$ cat src/rtl/job_seq_ctrl.sv
// job_seq_ctrl: runs one job at a time through the datapath's length, input and output methods.
// Define JOB_SEQ_WDOG_EN to add a stall watchdog that aborts a job after TIMEOUT idle cycles.
module job_seq_ctrl #(
    parameter int DW      = 8,
    parameter int CNT_W   = 16,
    parameter int TIMEOUT = 255
) (
    input  logic             clk,
    input  logic             rst,
    input  logic [7:0]       job_len,
    input  logic             job_valid,
    output logic             job_ready,
    input  logic [DW-1:0]    src_data,
    input  logic             src_valid,
    output logic             src_ready,
    output logic [DW-1:0]    snk_data,
    output logic             snk_valid,
    input  logic             snk_ready,
    output logic [7:0]       len_value,
    output logic             len_en,
    input  logic             len_rdy,
    output logic [DW-1:0]    din_value,
    output logic             din_en,
    input  logic             din_rdy,
    input  logic [DW-1:0]    dout_value,
    output logic             dout_en,
    input  logic             dout_rdy,
    output logic             busy,
    output logic             done,
    output logic             err,
    output logic [CNT_W-1:0] jobs_done,
    output logic [2:0]       dbg_state
);

    typedef enum logic [2:0] {
        S_IDLE   = 3'd0,
        S_PROG   = 3'd1,
        S_STREAM = 3'd2,
        S_DONE   = 3'd3,
        S_ABORT  = 3'd4
    } state_t;

    state_t           r_state;
    logic [7:0]       r_len_q;
    logic [7:0]       r_in_cnt;
    logic [7:0]       r_out_cnt;
    logic [CNT_W-1:0] r_jobs_done;

    logic w_stream;
    logic w_in_open;
    logic w_out_open;

    // Handshake: a transfer happens on a rising edge where an enable/valid and its
    // rdy/ready are both high; every enable is gated by its rdy, so it never leads it.
    assign w_stream   = (r_state == S_STREAM);
    assign w_in_open  = w_stream && (r_in_cnt < r_len_q);
    assign w_out_open = w_stream && (r_out_cnt < r_len_q);

    assign job_ready = (r_state == S_IDLE);
    assign len_value = r_len_q;
    assign len_en    = (r_state == S_PROG) && len_rdy;
    assign din_value = src_data;
    assign din_en    = w_in_open && src_valid && din_rdy;
    assign src_ready = din_en;
    assign snk_data  = dout_value;
    assign snk_valid = w_out_open && dout_rdy;
    assign dout_en   = snk_valid && snk_ready;
    assign busy      = (r_state != S_IDLE);
    assign done      = (r_state == S_DONE);
    assign jobs_done = r_jobs_done;
    assign dbg_state = r_state;

`ifdef JOB_SEQ_WDOG_EN
    localparam int WDW = $clog2(TIMEOUT + 1) + 1;

    logic [WDW-1:0] r_wdog;
    logic [WDW-1:0] w_wdog_nxt;
    logic           w_xfer;

    assign w_xfer     = len_en || din_en || dout_en;
    assign w_wdog_nxt = r_wdog + 1'b1;
    assign err        = (r_state == S_ABORT);
`else
    // Without the watchdog a stalled job simply waits; err is constantly 0.
    assign err = 1'b0 && (TIMEOUT > 0);
`endif

    always_ff @(posedge clk or posedge rst) begin
        if (rst) begin
            r_state     <= S_IDLE;
            r_len_q     <= '0;
            r_in_cnt    <= '0;
            r_out_cnt   <= '0;
            r_jobs_done <= '0;
`ifdef JOB_SEQ_WDOG_EN
            r_wdog      <= '0;
`endif
        end else begin
            case (r_state)
                S_IDLE: begin
                    if (job_valid) begin
                        r_len_q <= job_len;
                        r_state <= (job_len != 8'd0) ? S_PROG : S_DONE;
                    end
                end
                S_PROG: begin
                    if (len_en) begin
                        r_in_cnt  <= '0;
                        r_out_cnt <= '0;
                        r_state   <= S_STREAM;
                    end
                end
                S_STREAM: begin
                    if (din_en)
                        r_in_cnt <= r_in_cnt + 8'd1;
                    if (dout_en) begin
                        r_out_cnt <= r_out_cnt + 8'd1;
                        if ((r_out_cnt + 8'd1) == r_len_q)
                            r_state <= S_DONE;
                    end
                end
                S_DONE: begin
                    r_jobs_done <= r_jobs_done + 1'b1;
                    r_state     <= S_IDLE;
                end
                S_ABORT: r_state <= S_IDLE;
                default: r_state <= S_IDLE;
            endcase
`ifdef JOB_SEQ_WDOG_EN
            // Counts consecutive cycles without any method transfer while a job is active.
            if ((r_state == S_PROG) || (r_state == S_STREAM)) begin
                if (w_xfer) begin
                    r_wdog <= '0;
                end else begin
                    r_wdog <= w_wdog_nxt;
                    if (w_wdog_nxt == WDW'(TIMEOUT))
                        r_state <= S_ABORT;
                end
            end else begin
                r_wdog <= '0;
            end
`endif
        end
    end

endmodule

$ cat config.mk
export PLATFORM = sky130hd
export DESIGN_NAME = job_seq_ctrl
export DESIGN_NICKNAME = d
export VERILOG_FILES = /design/src/rtl/job_seq_ctrl.sv
export SDC_FILE = /design/constraint.sdc
export NUM_CORES = 1
export LEC_CHECK = 0
export ABC_AREA = 0
export CAP_MARGIN = 20
export CORE_MARGIN = 2
export CORE_UTILIZATION = 52
export DETAILED_ROUTE_END_ITERATION = 8
export GPL_TIMING_DRIVEN = 0
export PLACE_DENSITY = 0.87
export SYNTH_ARGS = -nofsm -noshare
export SYNTH_HDL_FRONTEND = slang
export SYNTH_SLANG_ARGS = --single-unit
$ cat constraint.sdc
create_clock -name clk -period 6.7 [get_ports clk]
set_input_delay 1.005 -clock clk [delete_from_list [all_inputs] [get_ports clk]]
set_output_delay 1.005 -clock clk [all_outputs]
set_load 0.01 [all_outputs]
==> impl_metrics.toml <==
[grt]
grt_util_met2_pct = 41.3
grtUsageMet1_pct = 30.6
grt_max_degree = 43
grt_pass1_vias = 2481
grt_usage_pct = 23.9
gr-total-overflow = 0
antenna_found_initial = 0
gr-usage-met3_pct = 3.45
grt.busiest_layer = "met2"
grt_pass1_wl_um = 11600

[routing]
drc = 0
drt-wirelength-per-cell_um = 15.8
drt_iter0_markers = 276
vias_per_cell = 5.79
ant_nets = 0
dr.pass1.iters = 5
num_vias = 2590
routed_wl_um = 7050

[yosys]
synthTopCellsByCount = "42 x dfrtp_1, 23 x ha_1, 22 x nand2_1, 19 x buf_4, 19 x nor2_1"
syn_area_mm2 = 0.00287
synth_top_family_by_area = "simple AND/OR/NAND/NOR gates"
ys_types = 50
synth_enable_flop_cells = 0
yosys.area.top_type = "dfrtp_1"
synthAdderAreaFrac_pct = 10.0
yosys_warnings = 0
syn_avg_cell_area_um2 = 9.49
yosys.area.top_type_share_pct = 36.7
ys_top_cells_by_area = "dfrtp_1 37%, ha_1 10%, buf_4 5.0%"
seq_area_frac_synth_pct = 36.7
synthCells = 302
yosysMostFrequentCell = "dfrtp_1"
async_flop_share_pct = 100
yosys.area_share.xor_xnor_pct = 6.42
synthFlopType = "dfrtp_1"
synth_compound_area_share_pct = 15.3
synth-simple-area-share_pct = 18.7
ys_seq_elements = 42
synth.mux.area_fraction_pct = 4.23

[cts]
cts_setup_buffers = 0
cts_buffers = 5
cts.path.max_buffers = 2
clk_pin_slew_ns = 0.08
cts-root-buf = "clkbuf_8"
insertion_delay_ns = 0.30
holdBufCountCts = 0
clock-sinks = 42
post_cts_resize_count = 0
h-tree-depth = 2
cts_tree = "done"

[power_and_ir_drop]
vdd_drop_max_v = 0.000267
p_leak_nw = 1.60
power_density_mw_per_mm2 = 365

[timing]
report.final.slew_viol_count = 0
period_minus_slack_ns = 3.94
rsz0062_at_grt = "no"
setup_viol = 0
period_share_pct = 58.8
timing.final.ws_setup_ns = 2.76
fin_setup_tns_ns = 0
finClkSkew_ns = 0.00954
worst_pin_slew_ns = 0.873
clock.fmax_mhz = 254
max-slew-margin-rel_pct = 41.7
hold_viol = 0

[critical_path]
crit_arrival_ns = 2.94
rrSetupSlack_ns = 3.95
end_kind = "output pin"
critPathKind = "flip-flop to output pin"
cp_max_fo = 11
cp-start-kind = "flip-flop"
required_ns = 5.69

[floorplanning]
rows = 27
ios = 84
core-area_mm2 = 0.00541
die_y_um = 78.2
fp.dieArea_mm2 = 0.00612
die_w_um = 78.2
initial_utilization_pct = 53.0

[place]
dp_hpwl_um = 5280
gp_congestion = 0.920
portBuffers = 65
dpl_worst_slack_ns = 2.86

[layout]
final_util_pct = 68.9
drive_above_1_share_pct = 12.3
insertedDiodeCount = 0
layout.nets = 430
area_growth_pct = 29.9

[worst_hold_path]
hold_class = "flip-flop to flip-flop"

[run_status]
status = "finished, final reports clean"

[flow_run]
max_cap_viol_count = 0
==> cell families after synthesis <==
family / count (synthesis)
buffers and inverters: 44
and+or+nand+nor: 100
muxes: 11
adders and majority gates: 23
other: 1
DFF: 42
xor gates and xnor gates: 21
AOI/OAI and AO/OA: 60
==> layer usage <==
| metal | share of wire [%] | vias up |
|---|---|---|
| met5 | 0 | - |
| met4 | 2.1 | 0 |
| met3 | 6.5 | 15 |
| met2 | 49 | 117 |
| met1 | 42 | 1252 |
| li1 | - | 1206 |
==> worst max-delay path: stages, from the launching register on <==
cell             delay [ns]
dfrtp_1                0.43
inv_1                  0.13
ha_1                   0.32
a211o_1                0.30
a21oi_1                0.11
o21ai_1                0.12
a221oi_4               0.52
buf_4                  0.20
clkdlybuf4s50_1        0.52
==> through the flow <==
stage / instance area [um2] / cells / hold slack, ns / power, mW
2_1_floorplan: 2870 / 303 / 0.475 / 0.859
3_3_place_gp: 3610 / 440 / 0.462 / 1.11
3_5_place_dp: 3610 / 440 / 0.474 / 1.14
4_1_cts: 3720 / 447 / 0.485 / 1.35
5_1_grt: 3720 / 447 / 0.504 / 1.45
6_report: 3720 / 447 / 0.482 / 1.36
==> worst paths after layout <==
path / from / endpoint / cells past startpoint
worst max-delay path: len_value[5]$_DFFE_PP0P_ / src_ready / 8
worst min-delay path: jobs_done[15]$_DFFE_PP0P_ / jobs_done[15]$_DFFE_PP0P_ / 1
worst max register to register: dbg_state[0]$_DFFE_PP0P_ / r_out_cnt[4]$_DFFE_PP0P_ / 9
worst min register to register: jobs_done[15]$_DFFE_PP0P_ / jobs_done[15]$_DFFE_PP0P_ / 1
max in group asynchronous: rst / jobs_done[0]$_DFFE_PP0P_ / 2
min in group asynchronous: rst / jobs_done[12]$_DFFE_PP0P_ / 2
==> cell usage in the layout, fill, tap and decap left out, drive strengths merged, types with 2 or more instances in the layout <==
master         netlist  layout
clkdlybuf4s50        0      65
nor4                 3       3
a211oi               3       3
a211o                2       2
nand2               22      22
o211ai               8       8
a32o                 2       2
ha                  23      23
xor2                 6       6
and2                 5       5
xnor2               15      15
nor2                19      19
mux2                 9       9
nand3               11      11
nor3                 9       9
o2bb2ai              6       6
conb                 1       2
a22o                 2       2
and3                 4       4
buf                 21      21
nor2b                6       6
o21ai               11      11
dfrtp               42      42
a31oi                8       8
nand2b               3       3
clkbuf               5      11
o21a                 2       2
or3                  2       2
or2                  3       3
a21oi                9       9
mux2i                2       2
inv                 18      18
nand4                9       9
==> flip-flops by register name, indices dropped and copies added (netlist names) <==
signal and cells:
dbg_state 2, jobs_done 16, len_value 8, r_in_cnt 8
r_out_cnt 8
==> where the power goes <==
| part | switching (mW) | total, mW | internal (mW) | leakage [nW] |
|---|---|---|---|---|
| registers | 0.100 | 0.421 | 0.321 | 0.546 |
| clock network | 0.0875 | 0.207 | 0.119 | 0.0573 |
| logic | 0.387 | 0.730 | 0.343 | 0.998 |
==> cell type report <==
cell class                      instances  area [um2]
Multi-Input combinational cell        217        1570
Clock buffer                            6        82.6
Timing Repair Buffer                   65         651
Clock inverter                          1        30.0
Sequential cell                        42        1050
Tap cell                               72        90.1
Fill cell                             437        1680
Buffer                                 26         178
Inverter                               18        67.6
Note: power is estimated with default switching activity, not from simulation.
